File: src/rtl/serial_arith_pkg.sv
// Shared types and defaults for the serial arithmetic blocks.
// Latency: n/a (declarations only).
// Backpressure: n/a.
package serial_arith_pkg;

    // Default operand/result width of the serial arithmetic units.
    localparam int SERIAL_WIDTH_DEFAULT = 8;

    // Sequencer states for the serial subtractor.
    typedef enum logic [1:0] {
        IDLE  = 2'd0,
        SHIFT = 2'd1,
        DONE  = 2'd2
    } state_t;

endpackage

File: src/rtl/full_subtractor_bit.sv
// One-bit full subtractor built entirely from 2:1 muxes.
// Latency: combinational.
// Backpressure: n/a.
//
// Ports:
//   a    - minuend bit
//   b    - subtrahend bit
//   bin  - borrow in
//   d    - difference bit, a ^ b ^ bin
//   bout - borrow out, (~a & b) | (~(a ^ b) & bin)
module full_subtractor_bit (
    input  logic a,
    input  logic b,
    input  logic bin,
    output logic d,
    output logic bout
);

    logic x;

    // x = a ^ b: pass b when a=0, its complement when a=1.
    mux_2_1 u_mux_xor_ab (
        .sel (a),
        .in0 (b),
        .in1 (~b),
        .out (x)
    );

    // d = x ^ bin, same trick with x as the select.
    mux_2_1 u_mux_diff (
        .sel (x),
        .in0 (bin),
        .in1 (~bin),
        .out (d)
    );

    // When the bits differ (x=1) a borrow happens exactly when b is the 1,
    // so b itself is the borrow; when they match the incoming borrow ripples.
    mux_2_1 u_mux_borrow (
        .sel (x),
        .in0 (bin),
        .in1 (b),
        .out (bout)
    );

endmodule

File: src/rtl/mux_2_1.sv
// Generic 1-bit 2:1 multiplexer, the basic cell of the mux-built arithmetic.
// Latency: combinational.
// Backpressure: n/a.
//
// Ports:
//   sel - select; 0 picks in0, 1 picks in1
//   in0 - data input chosen when sel=0
//   in1 - data input chosen when sel=1
//   out - selected data
module mux_2_1 (
    input  logic sel,
    input  logic in0,
    input  logic in1,
    output logic out
);

    assign out = sel ? in1 : in0;

endmodule

File: src/rtl/serial_subtractor.sv
// Bit-serial unsigned subtractor, diff = a - b, LSB first, one bit per clock.
// Latency: busy for WIDTH cycles after the accepting edge, then a one-cycle done pulse.
// Backpressure: none; start is only sampled in IDLE, requests while busy are dropped.
//
// Optional build macro: SERIAL_SUB_SIGNED_EN adds the overflow output
// (two's-complement overflow of the last job). Without it the port and its
// register do not exist; unsigned behaviour is the same in both builds.
//
// Ports:
//   clk        - rising-edge clock
//   rst        - asynchronous active-high reset
//   start      - request pulse, accepted only in IDLE
//   a, b       - minuend / subtrahend, captured on acceptance
//   busy       - high while bits are being processed
//   done       - one-cycle pulse when diff/borrow_out are fresh
//   diff       - a - b modulo 2^WIDTH, held until the next completion
//   borrow_out - final borrow, 1 iff a < b unsigned
//   overflow   - (SERIAL_SUB_SIGNED_EN only) signed overflow of the last job
module serial_subtractor
    import serial_arith_pkg::*;
#(
    parameter int WIDTH = SERIAL_WIDTH_DEFAULT
) (
    input  logic             clk,
    input  logic             rst,
    input  logic             start,
    input  logic [WIDTH-1:0] a,
    input  logic [WIDTH-1:0] b,
    output logic             busy,
    output logic             done,
    output logic [WIDTH-1:0] diff,
    output logic             borrow_out
`ifdef SERIAL_SUB_SIGNED_EN
    ,
    output logic             overflow
`endif
);

    localparam int CW = $clog2(WIDTH) + 1;
    localparam logic [CW-1:0] LAST_BIT = CW'(WIDTH - 1);

    state_t           state;
    logic [WIDTH-1:0] a_sr;
    logic [WIDTH-1:0] b_sr;
    logic [WIDTH-1:0] res_sr;
    logic             bin;
    logic [CW-1:0]    count;

    logic             cell_d;
    logic             cell_bout;
    logic [WIDTH-1:0] res_next;

    full_subtractor_bit u_cell (
        .a    (a_sr[0]),
        .b    (b_sr[0]),
        .bin  (bin),
        .d    (cell_d),
        .bout (cell_bout)
    );

    // New difference bit enters at the MSB; after WIDTH shifts bit 0 lands at the LSB.
    assign res_next = {cell_d, res_sr[WIDTH-1:1]};

    always_ff @(posedge clk or posedge rst) begin
        if (rst) begin
            state      <= IDLE;
            a_sr       <= '0;
            b_sr       <= '0;
            res_sr     <= '0;
            bin        <= 1'b0;
            count      <= '0;
            diff       <= '0;
            borrow_out <= 1'b0;
`ifdef SERIAL_SUB_SIGNED_EN
            overflow   <= 1'b0;
`endif
        end else begin
            case (state)
                IDLE: begin
                    if (start) begin
                        a_sr   <= a;
                        b_sr   <= b;
                        res_sr <= '0;
                        bin    <= 1'b0;
                        count  <= '0;
                        state  <= SHIFT;
                    end
                end

                SHIFT: begin
                    a_sr   <= a_sr >> 1;
                    b_sr   <= b_sr >> 1;
                    res_sr <= res_next;
                    bin    <= cell_bout;
                    count  <= count + CW'(1);
                    // Outputs are published only from the MSB step so they
                    // stay frozen while a job is in flight.
                    if (count == LAST_BIT) begin
                        state      <= DONE;
                        diff       <= res_next;
                        borrow_out <= cell_bout;
`ifdef SERIAL_SUB_SIGNED_EN
                        // Signed overflow: carry into the sign bit differs from carry out.
                        overflow   <= bin ^ cell_bout;
`endif
                    end
                end

                DONE: begin
                    state <= IDLE;
                end

                default: begin
                    state <= IDLE;
                end
            endcase
        end
    end

    assign busy = (state == SHIFT);
    assign done = (state == DONE);

endmodule

File: config.mk
export PLATFORM = sky130hd
export DESIGN_NAME = serial_subtractor
export DESIGN_NICKNAME = d
export VERILOG_FILES = /design/src/rtl/serial_arith_pkg.sv /design/src/rtl/full_subtractor_bit.sv /design/src/rtl/mux_2_1.sv /design/src/rtl/serial_subtractor.sv
export SDC_FILE = /design/constraint.sdc
export NUM_CORES = 1
export LEC_CHECK = 0
export ABC_AREA = 1
export BUFFER_PORTS_ARGS = -buffer_cell sky130_fd_sc_hd__buf_2
export CAP_MARGIN = 0
export CORE_UTILIZATION = 50
export CTS_CLUSTER_DIAMETER = 200
export DETAILED_ROUTE_END_ITERATION = 12
export PLACE_DENSITY = 0.83
export SLEW_MARGIN = 20
export SYNTH_ARGS = -nofsm -noshare
export SYNTH_HDL_FRONTEND = slang
export SYNTH_SLANG_ARGS = --single-unit
File: constraint.sdc
create_clock -name clk -period 3.35 [get_ports clk]
set_input_delay 0 -clock clk [delete_from_list [all_inputs] [get_ports clk]]
set_output_delay 0 -clock clk [all_outputs]
set_load 0.01 [all_outputs]
==> results.json, run 1 <==
{
  "root_buffer": "clkbuf_4",
  "fillCellCount": 288,
  "grt_overflow": 0,
  "worstMarginPinSlew_ps": 477,
  "max_cap_violations": 0,
  "wl_um": 3300,
  "syn-num-nets": 206,
  "die_h_um": 61.0,
  "finalSetupViolCount": 0,
  "p_int_mw": 1.00,
  "r2r_slack_ps": 1830,
  "drive_above_1_share_pct": 26.7,
  "grt_max_degree": 40,
  "cp-endpoint": "busy",
  "synth_seq_area_share_pct": 56.0,
  "design_area_mm2": 0.00210,
  "cts.reportedPaths.clkPinSlew_ps": 100,
  "die_area_mm2": 0.00373,
  "p_sw_uw": 675,
  "arrival_ps": 1550,
  "dp.cells": 255,
  "synthCells": 186,
  "rows": 21,
  "combPwrFrac_pct": 39.5,
  "cp-startpoint": "state[1]",
  "cts_buffer_depth": 2,
  "core_mm2": 0.00334,
  "gp_congestion": 0.767,
  "hold_path_class": "in -> reg",
  "viasPerCell": 4.90,
  "maxSlewViolCount": 0,
  "r2r-start": "state[1]",
  "p_seq_share_pct": 47.6,
  "worstSetupPathType": "reg -> out",
  "r2r_cells": 7,
  "start_kind": "flop",
  "syn_to_final_growth_pct": 20.3,
  "syn_area_per_cell_um2": 9.37,
  "outcome": "completed",
  "leakage_nw": 1.08,
  "antenna_found_initial": 0,
  "ys_ff_latch": 39,
  "swShare_pct": 40.2,
  "cp_slowest_cell": "dfrtp_1",
  "drt-initial-drc-count": 63,
  "placed_cell_area_mm2": 0.00189,
  "grt_pass1_wl_um": 5310,
  "die_w_um": 61.0,
  "period_share_pct": 46.1,
  "worstPathMaxFanout": 20,
  "dpl.hpwl_um": 2060,
  "fmax_ghz": 0.647,
  "syn-cell-area_mm2": 0.00174,
  "fin_crit_ps": 1550,
  "max_stage_delay_ps": 390,
  "final_net_count": 253,
  "cp_cell_sequence": "inv_2 > nand2_2 > inv_2 > buf_2",
  "io_pins": 30,
  "hold_viol_final": 0,
  "slew_headroom_pct": 68.2,
  "postCtsSetupBuffers": 0,
  "yosysWarnings": 0,
  "crit_path_end_kind": "output pin",
  "port_buffers": 29,
  "cts_made_buffers": 5,
  "clockPowerShare_pct": 12.9,
  "numClockSinks": 39,
  "final_cells": 278,
  "start_util_pct": 52.2,
  "ir_worst_vdd_v": 0.000336,
  "power_per_cell_area_mw_per_mm2": 801,
  "globalRouteTotalUtil_pct": 20.2,
  "ant_nets": 0,
  "finalSetupTns_ps": 0,
  "wl_per_cell_um": 11.9,
  "path_common_cell": "inv_2",
  "fin_skew_ps": 10.5,
  "clock_latency_ps": 350,
  "cts_tree": "done",
  "grt_pass1_vias": 1202,
  "synth.distinct_cells": 23,
  "timing.hold.ws_ps": 66.5,
  "r2r_end": "borrow_out",
  "critPathRequiredTime_ps": 3350,
  "antenna-diode-count": 0,
  "rsz0062_at_grt": "false",
  "drc": 0,
  "via_count": 1362,
  "firstDrtPassIters": 4,
  "htreeDepth": 2
}
-- cell type report --
type,count,area (µm²),share of cell area (%)
clock buffers,6,41.3,1.97
repair buffers,47,323,15.4
flip-flops and latches,39,976,46.5
inverters,18,67.6,3.22
multi-input cells,122,632,30.1
well taps,46,57.6,2.74
-- routing by layer --
layer / global-route usage [%] / wire length (µm) / up-vias
li1: - / - / 681
met1: 27.2 / 1460 / 643
met2: 28.6 / 1580 / 26
met3: 7.98 / 139 / 12
met4: 9.74 / 127 / 0
met5: 0 / 0 / -
-- sequential cells by signal, indices dropped and copies added, names as in the netlist --
name,cells
borrow_out,1
bin,1
diff,8
state,2
b_sr,8
a_sr,8
count,4
res_sr,7
-- Yosys cell counts --
cell type | count | area, µm²
nand2_1 | 67 | 251
dfrtp_1 | 39 | 976
inv_1 | 15 | 56.3
nand3_1 | 12 | 60.1
nand2_2 | 8 | 50.1
o21ai_2 | 7 | 61.3
nand3_2 | 6 | 60.1
o22ai_1 | 6 | 37.5
inv_2 | 3 | 11.3
nor2_1 | 3 | 11.3
o21ai_0 | 3 | 15.0
buf_2 | 2 | 10.0
buf_4 | 2 | 15.0
buf_6 | 2 | 22.5
nor2_4 | 2 | 22.5
o211ai_1 | 2 | 15.0
a21oi_1 | 1 | 5.00
buf_12 | 1 | 20.0
ha_1 | 1 | 12.5
nand2_4 | 1 | 11.3
nand4_1 | 1 | 6.26
o21ai_1 | 1 | 5.00
o21bai_1 | 1 | 7.51
-- worst max-delay path: cells and delay by family, from the launching register on --
family	cells	cell delay, ps
buffers and inverters	3	650
DFF	1	390
and+or+nand+nor	1	160
-- power by group through the flow --
stage          Sequential (mW)  Clock [mW]  Combinational (mW)
3_3_place_gp             0.803           0               0.628
6_report                 0.799       0.217               0.664
2_1_floorplan            0.811           0               0.529
4_1_cts                  0.798       0.220               0.673
3_5_place_dp             0.807           0               0.655
5_1_grt                  0.821       0.240               0.763
-- cells by family (layout without fill, tap and decap cells) --
family                     count (synthesis)  after routing  share of synthesized area [%]
AOI/OAI and AO/OA                         21             21                           8.40
and+or+nand+nor                          100            100                           27.1
adders and majority gates                  1              1                          0.718
DFF                                       39             39                           56.0
buffers and inverters                     25             71                           7.75
-- worst min-delay path by stage --
stage | cells past startpoint | from | slack, ps | endpoint
after floorplan | 2 | a[7] | 120 | a_sr[7]
after global placement | 3 | rst | 140 | diff[5]
after detailed placement | 3 | rst | 140 | diff[5]
after CTS | 4 | start | 50 | a_sr[6]
after global routing | 4 | start | 80 | a_sr[6]
final | 4 | start | 70 | a_sr[6]
-- per-stage QoR --
stage	total power, mW	utilization (%)	setup WS, ps
3_5_place_dp	1.46	56.5	1850
3_3_place_gp	1.43	56.5	1910
5_1_grt	1.82	62.8	1660
6_report	1.68	62.8	1800
4_1_cts	1.69	62.8	1790
2_1_floorplan	1.34	-	2150
-- layout by cell type (no fill, tap or decap), drive strengths merged --
cell,synthesis,routed
nor2,5,5
nand2,76,76
dfrtp,39,39
ha,1,1
inv,18,18
o22ai,6,6
nand4,1,1
dlygate4sd3,0,17
buf,7,30
o21ai,11,11
a21oi,1,1
nand3,18,18
o21bai,1,1
o211ai,2,2
clkbuf,0,6
-- repair_timing --
action | 4_1_cts | 5_1_grt
gates resized for setup | 0 | 0
hold buffers | 17 | 0
endpoints found under the hold margin | 55 | 0
No activity file was read; power rests on OpenSTA's default activity.
==> inputs of run 2 (changes only) <==
ABC_AREA = 0   (was 1)
CORE_UTILIZATION = 49   (was 50)
PLACE_DENSITY = 0.85   (was 0.83)
clock period = 1.4 ns   (was 3.35 ns; I/O delays follow)
==> run 2 against run 1 <==
Net effect: sequential power grew 130%; global-route usage up 2.1 points; sequential share of layout area decreased by 3.7 points; via count up 1.4%; cell count fell by 6.1%; the flow now finishes with violations (hold timing); non-clock buffer count grew 16; cell area increased by 8.7%.
==> results.json, run 2 <==
{
  "wl_um": 3780,
  "drt-initial-drc-count": 51,
  "cts_made_buffers": 5,
  "grt_max_degree": 40,
  "antenna-diode-count": 0,
  "final_net_count": 234,
  "dp.cells": 232,
  "netlist.area_leader.share_pct": 57.4,
  "final_cells": 261,
  "worstPathMaxFanout": 10,
  "viasPerCell": 5.29,
  "failed_checks": "hold timing",
  "multiInputGateArea_um2": 698,
  "clock_latency_ps": 330,
  "synth_area_leaders": "dfrtp_1, mux2_2, a22o_1",
  "critPathRequiredTime_ps": 1620,
  "synth_most_common_cell": "dfrtp_1",
  "rsz0062_at_grt": "true",
  "root_buffer": "clkbuf_4",
  "period_share_pct": 97.9,
  "synth.distinct_cells": 26,
  "layout_common_cells": "dfrtp_1, buf_2, dlygate4sd3_1",
  "p_int_mw": 2.74,
  "start_util_pct": 50.9,
  "max_cap_violations": 0,
  "synth_edf_count": 0,
  "cp_slowest_cell": "dfrtp_1",
  "top_regs": "a_sr: 8 flops, b_sr: 8 flops, diff: 8 flops",
  "finalSetupTns_ps": 0,
  "dpl.hpwl_um": 2440,
  "power_per_cell_area_mw_per_mm2": 1820,
  "clockPowerShare_pct": 15.4,
  "ys_ff_latch": 39,
  "arrival_ps": 1590,
  "crit_path_end_kind": "flop",
  "synth_top_area_cell": "dfrtp_1",
  "die_h_um": 60.9,
  "port_buffers": 29,
  "fmax_ghz": 0.730,
  "ant_nets": 0,
  "synthCells": 153,
  "swShare_pct": 34.2,
  "fillCellCount": 256,
  "finalSetupViolCount": 0,
  "gp_congestion": 0.706,
  "worstSetupPathType": "reg -> reg",
  "ff_latch_area_um2": 976,
  "via_count": 1381,
  "finalPower_mw": 4.16,
  "placed_cell_area_mm2": 0.00197,
  "die_area_mm2": 0.00371,
  "timing.hold.ws_ps": -0.165,
  "slew_headroom_pct": 68.2,
  "outcome": "finished with violations",
  "yosysWarnings": 0,
  "cp_cell_sequence": "ha_4 > nand2_4 > nor3_4 > buf_12 > mux2_2",
  "antenna_found_initial": 0,
  "hold_path_class": "in -> reg",
  "worstMarginPinSlew_ps": 478,
  "leakage_nw": 1.07,
  "grt_overflow": 0,
  "drc": 0,
  "htreeDepth": 2,
  "synth_common_cells": "dfrtp_1, nand2_1, o21ai_0",
  "synth-main-ff-cell": "dfrtp_1",
  "drive_above_1_share_pct": 31.6,
  "ir_worst_vdd_v": 0.00113,
  "io_pins": 30,
  "layout_commonest_cell": "dfrtp_1",
  "max_stage_delay_ps": 410,
  "syn_area_per_cell_um2": 11.1,
  "rows": 21,
  "combPwrFrac_pct": 40.2,
  "syn-num-nets": 173,
  "synth_seq_area_share_pct": 57.4,
  "hold_viol_final": 1,
  "design_area_mm2": 0.00228,
  "core_mm2": 0.00334,
  "p_sw_mw": 1.42,
  "wl_per_cell_um": 14.5,
  "syn_to_final_growth_pct": 34.2,
  "numClockSinks": 39,
  "die_w_um": 60.9,
  "fin_skew_ps": 7.23,
  "async_flop_share_pct": 100,
  "start_kind": "flop",
  "grt_pass1_vias": 1369,
  "grt_pass1_wl_um": 5890,
  "fin_crit_ps": 1370,
  "cts_buffer_depth": 2,
  "cts_tree": "done",
  "globalRouteTotalUtil_pct": 22.3,
  "cts.reportedPaths.clkPinSlew_ps": 110,
  "syn-cell-area_mm2": 0.00170,
  "firstDrtPassIters": 4,
  "maxSlewViolCount": 0,
  "p_seq_share_pct": 44.4
}
## run 2: cell types whose count changed in the layout (fill, tap and decap cells not counted), sizes merged, moves of 9 or more
cell	before	now
nand2	76	14
mux2	0	9
nor2b	0	9
buf	30	47
nand3	18	2
inv	18	2
a22o	0	9
## run 2: what timing repair did
action / CTS / global route
pin swaps: 0 / 1
hold buffers: 16 / 0
setup buffers: 0 / 5
resized for setup: 3 / 7
endpoints found under the setup margin: 9 / 14
hold endpoints to repair: 54 / 0
## run 2: final timing paths
check | startpoint | to | slack, ps | depth (start not counted)
worst max register to register | count[0] | diff[5] | 30 | 5
worst min register to register | a_sr[4] | a_sr[4] | 500 | 2
max in group asynchronous | rst | b_sr[4] | 750 | 4
worst min-delay path | a[5] | a_sr[5] | -0.2 | 3
min in group asynchronous | rst | res_sr[7] | 320 | 4
worst max-delay path | count[0] | diff[5] | 30 | 5
## run 2: through the flow
stage,setup slack [ps],utilization [%]
finish,29.8,68.3
global route,-22.1,68.3
CTS,-1.12,66.3
detailed placement,-10.2,59.1
global placement,43.0,59.1
floorplan,-31.1,-
## run 2: power by group through the flow
stage / Combinational (mW) / Clock (mW) / Sequential [mW]
after global routing: 1.87 / 0.711 / 1.91
final: 1.67 / 0.638 / 1.85
after floorplan: 0.903 / 0 / 1.84
after global placement: 1.38 / 0 / 1.81
after detailed placement: 1.47 / 0 / 1.85
after CTS: 1.53 / 0.661 / 1.83
## run 2: logic make-up after synthesis
logic type	Yosys count	share of synthesized area [%]
xor+xnor	2	1.03
compound gates	53	19.9
fa+ha+maj	1	0.736
simple gates	37	12.0
mux	9	5.96
buf+inv	12	2.95
flops	39	57.4
## run 2: critical path, delay by kind of cell, from the launching register on
family	cells	cell delay, ps
fa+ha+maj	1	170
buf+inv	1	150
flops	1	410
mux	1	330
simple gates	2	200
## run 2: area by class of cell
cell class / count / share of cell area, %
flip-flops and latches: 39 / 42.8
multi-input cells: 102 / 30.6
repair buffers: 63 / 20.4
clock buffers: 8 / 3.02
well taps: 46 / 2.52
inverters: 3 / 0.659
## run 2: routing by layer
metal | vias to the layer above | global-route usage, % | wire length, µm
li1 | 668 | - | -
met1 | 677 | 27.3 | 1700
met2 | 32 | 38.0 | 1930
met3 | 4 | 7.89 | 120
met4 | 0 | 5.19 | 33
met5 | - | 0 | 0
==> inputs of run 3 (changes only) <==
SYNTH_HIERARCHICAL = 1   (was unset)
==> run 3 against run 2 <==
Net effect: the run ends with setup timing left; cell area increased by 0.44%; sequential share of layout area decreased by 0.13 points; sequential power increased by 4%; non-clock buffer count fell by 6; core utilization down 0.76 points; worst setup slack worse by 70 ps; synthesized cell count grew 2.0%; global-route usage rose by 1.1 points; sequential cell count unchanged; synthesized area up 3.2%; critical path depth shrank 2.
==> results.json, run 3 <==
{
  "grt_overflow": 0,
  "r2r_slack_ps": -40,
  "rsz0062_at_grt": "true",
  "htreeDepth": 2,
  "core_mm2": 0.00339,
  "antenna-diode-count": 0,
  "async_flop_share_pct": 100,
  "syn-num-nets": 176,
  "synth_area_leaders": "dfrtp_1, mux2_2, nor2b_1",
  "grt_pass1_wl_um": 6330,
  "synth_top_area_cell": "dfrtp_1",
  "fin_crit_ps": 1440,
  "io_pins": 30,
  "period_share_pct": 103,
  "max_cap_violations": 0,
  "synth_seq_area_share_pct": 55.6,
  "port_buffers": 29,
  "hold_path_class": "in -> reg",
  "drc": 0,
  "maxSlewViolCount": 0,
  "hp-start": "a[0]",
  "start_kind": "flop",
  "wl_per_cell_um": 15.1,
  "synth.distinct_cells": 25,
  "hold_depth": 3,
  "ir_worst_vdd_v": 0.000972,
  "hold_path_end": "a_sr[0]",
  "worstMarginPinSlew_ps": 489,
  "rows": 21,
  "cts_buffer_depth": 2,
  "grt_pass1_vias": 1315,
  "power_per_cell_area_mw_per_mm2": 2020,
  "failed_checks": "setup timing",
  "critPathRequiredTime_ps": 1660,
  "final_net_count": 231,
  "hold_viol_final": 0,
  "drive_above_1_share_pct": 31.6,
  "final_cells": 258,
  "fin_skew_ps": 9.44,
  "synth_edf_count": 0,
  "fin_ws_ps": -40.4,
  "via_count": 1420,
  "worstSetupPathType": "reg -> reg",
  "synth_most_common_cell": "dfrtp_1",
  "cp_slowest_cell": "dfrtp_1",
  "layout_common_cells": "dfrtp_1, buf_2, o21ai_0, dlygate4sd3_1",
  "synthCells": 156,
  "wl_um": 3900,
  "synth_common_cells": "dfrtp_1, o21ai_0, a21oi_1, nor2b_1, a22oi_1",
  "globalRouteTotalUtil_pct": 23.4,
  "layout_commonest_cell": "dfrtp_1",
  "syn_area_per_cell_um2": 11.2,
  "worstPathMaxFanout": 3,
  "die_area_mm2": 0.00382,
  "crit_path_end_kind": "flop",
  "die_h_um": 61.8,
  "finalSetupViolCount": 7,
  "r2r_end": "borrow_out",
  "timing.hold.ws_ps": 6.90,
  "yosysWarnings": 6,
  "cp_cell_sequence": "mux2_4 > mux2_4 > mux2_4",
  "start_util_pct": 51.8,
  "finalPower_mw": 4.62,
  "fillCellCount": 231,
  "fmax_ghz": 0.694,
  "syn_to_final_growth_pct": 30.5,
  "cts_tree": "done",
  "antenna_found_initial": 0,
  "syn-cell-area_mm2": 0.00175,
  "netlist.area_leader.share_pct": 55.6,
  "pre_cts_ws_ps": -30.3,
  "ys_ff_latch": 39,
  "top_regs": "a_sr: 8 flops, b_sr: 8 flops, diff: 8 flops",
  "path_common_cell": "mux2_4",
  "dp.cells": 233,
  "synth-main-ff-cell": "dfrtp_1",
  "r2r_cells": 3,
  "slew_headroom_pct": 67.4,
  "ant_nets": 0,
  "cts_made_buffers": 5,
  "drt-initial-drc-count": 66,
  "viasPerCell": 5.50,
  "outcome": "finished with violations",
  "max_stage_delay_ps": 440,
  "numClockSinks": 39,
  "clock_latency_ps": 360,
  "firstDrtPassIters": 4,
  "gp_congestion": 0.776,
  "r2r-start": "a_sr[0]",
  "leakage_nw": 1.09,
  "die_w_um": 61.8,
  "arrival_ps": 1700,
  "cts.reportedPaths.clkPinSlew_ps": 120,
  "root_buffer": "clkbuf_4",
  "dpl.hpwl_um": 2440,
  "grt_max_degree": 40
}
[run 3: cell count changes in the layout (fill, tap and decap cells not counted), sizes merged, moves of 2 or more]
cell / change
a31oi: -3
xnor2: -2
and2: -3
clkbuf: -3
clkinv: +2
a22oi: +3
nand2: -6
inv: +4
nor2b: +5
mux2: +3
a21oi: +5
buf: -6
[run 3: where the power goes]
part           internal (mW)  switching [mW]
Combinational           1.01           0.934
Sequential              1.58           0.340
Clock                  0.375           0.386
[run 3: through the flow]
step / TNS [ps] / area (µm²) / utilization (%)
6_report: -84.9 / 2290 / 67.6
4_1_cts: -69.7 / 2260 / 66.7
3_3_place_gp: 0 / 2010 / 59.3
5_1_grt: -469 / 2290 / 67.6
2_1_floorplan: -202 / 1750 / -
3_5_place_dp: -57.2 / 2010 / 59.3
[run 3: repair_timing]
item / CTS / global route
gates cloned: 0 / 0
endpoints found under the hold margin: 54 / 0
setup endpoints to repair: 9 / 27
buffers inserted: 0 / 1
resized for setup: 3 / 5
hold buffers: 16 / 0
pin swaps: 0 / 1
[run 3: critical path, delay by kind of cell (launching register included)]
kind / cells / cell delay, ps
DFF: 1 / 440
muxes: 3 / 900
[run 3: how the worst max path moves through the flow]
stage,start,end,slack [ps]
after floorplan,count[0],borrow_out,-20
after global placement,a_sr[0],diff[7],20
after detailed placement,a_sr[0],borrow_out,-30
after CTS,a_sr[0],borrow_out,-40
after global routing,a_sr[0],borrow_out,-70
final,a_sr[0],borrow_out,-40
[run 3: per-layer routing]
metal  vias up  track usage [%]  share of wire (%)
met5         -                0                  0
met4         0             10.5                2.1
met3         7             4.35                4.4
met2        49             36.4                 50
met1       694             32.1                 44
li1        670                -                  -
[run 3: area by class of cell]
type / instances / area (µm²) / share of cell area (%)
Clock inverter: 3 / 43.8 / 1.91
Tap cell: 46 / 57.6 / 2.51
Clock buffer: 5 / 37.5 / 1.64
Inverter: 6 / 22.5 / 0.984
Sequential cell: 39 / 977 / 42.7
Timing Repair Buffer: 57 / 412 / 18.0
Multi-Input combinational cell: 102 / 739 / 32.3
[run 3: kinds of logic after synthesis]
group / count (synthesis) / synth area share [%]
and+or+nand+nor: 33 / 11.3
AOI/OAI and AO/OA: 56 / 20.3
DFF: 39 / 55.6
adders and majority gates: 1 / 0.713
buffers and inverters: 15 / 3.64
muxes: 12 / 8.35
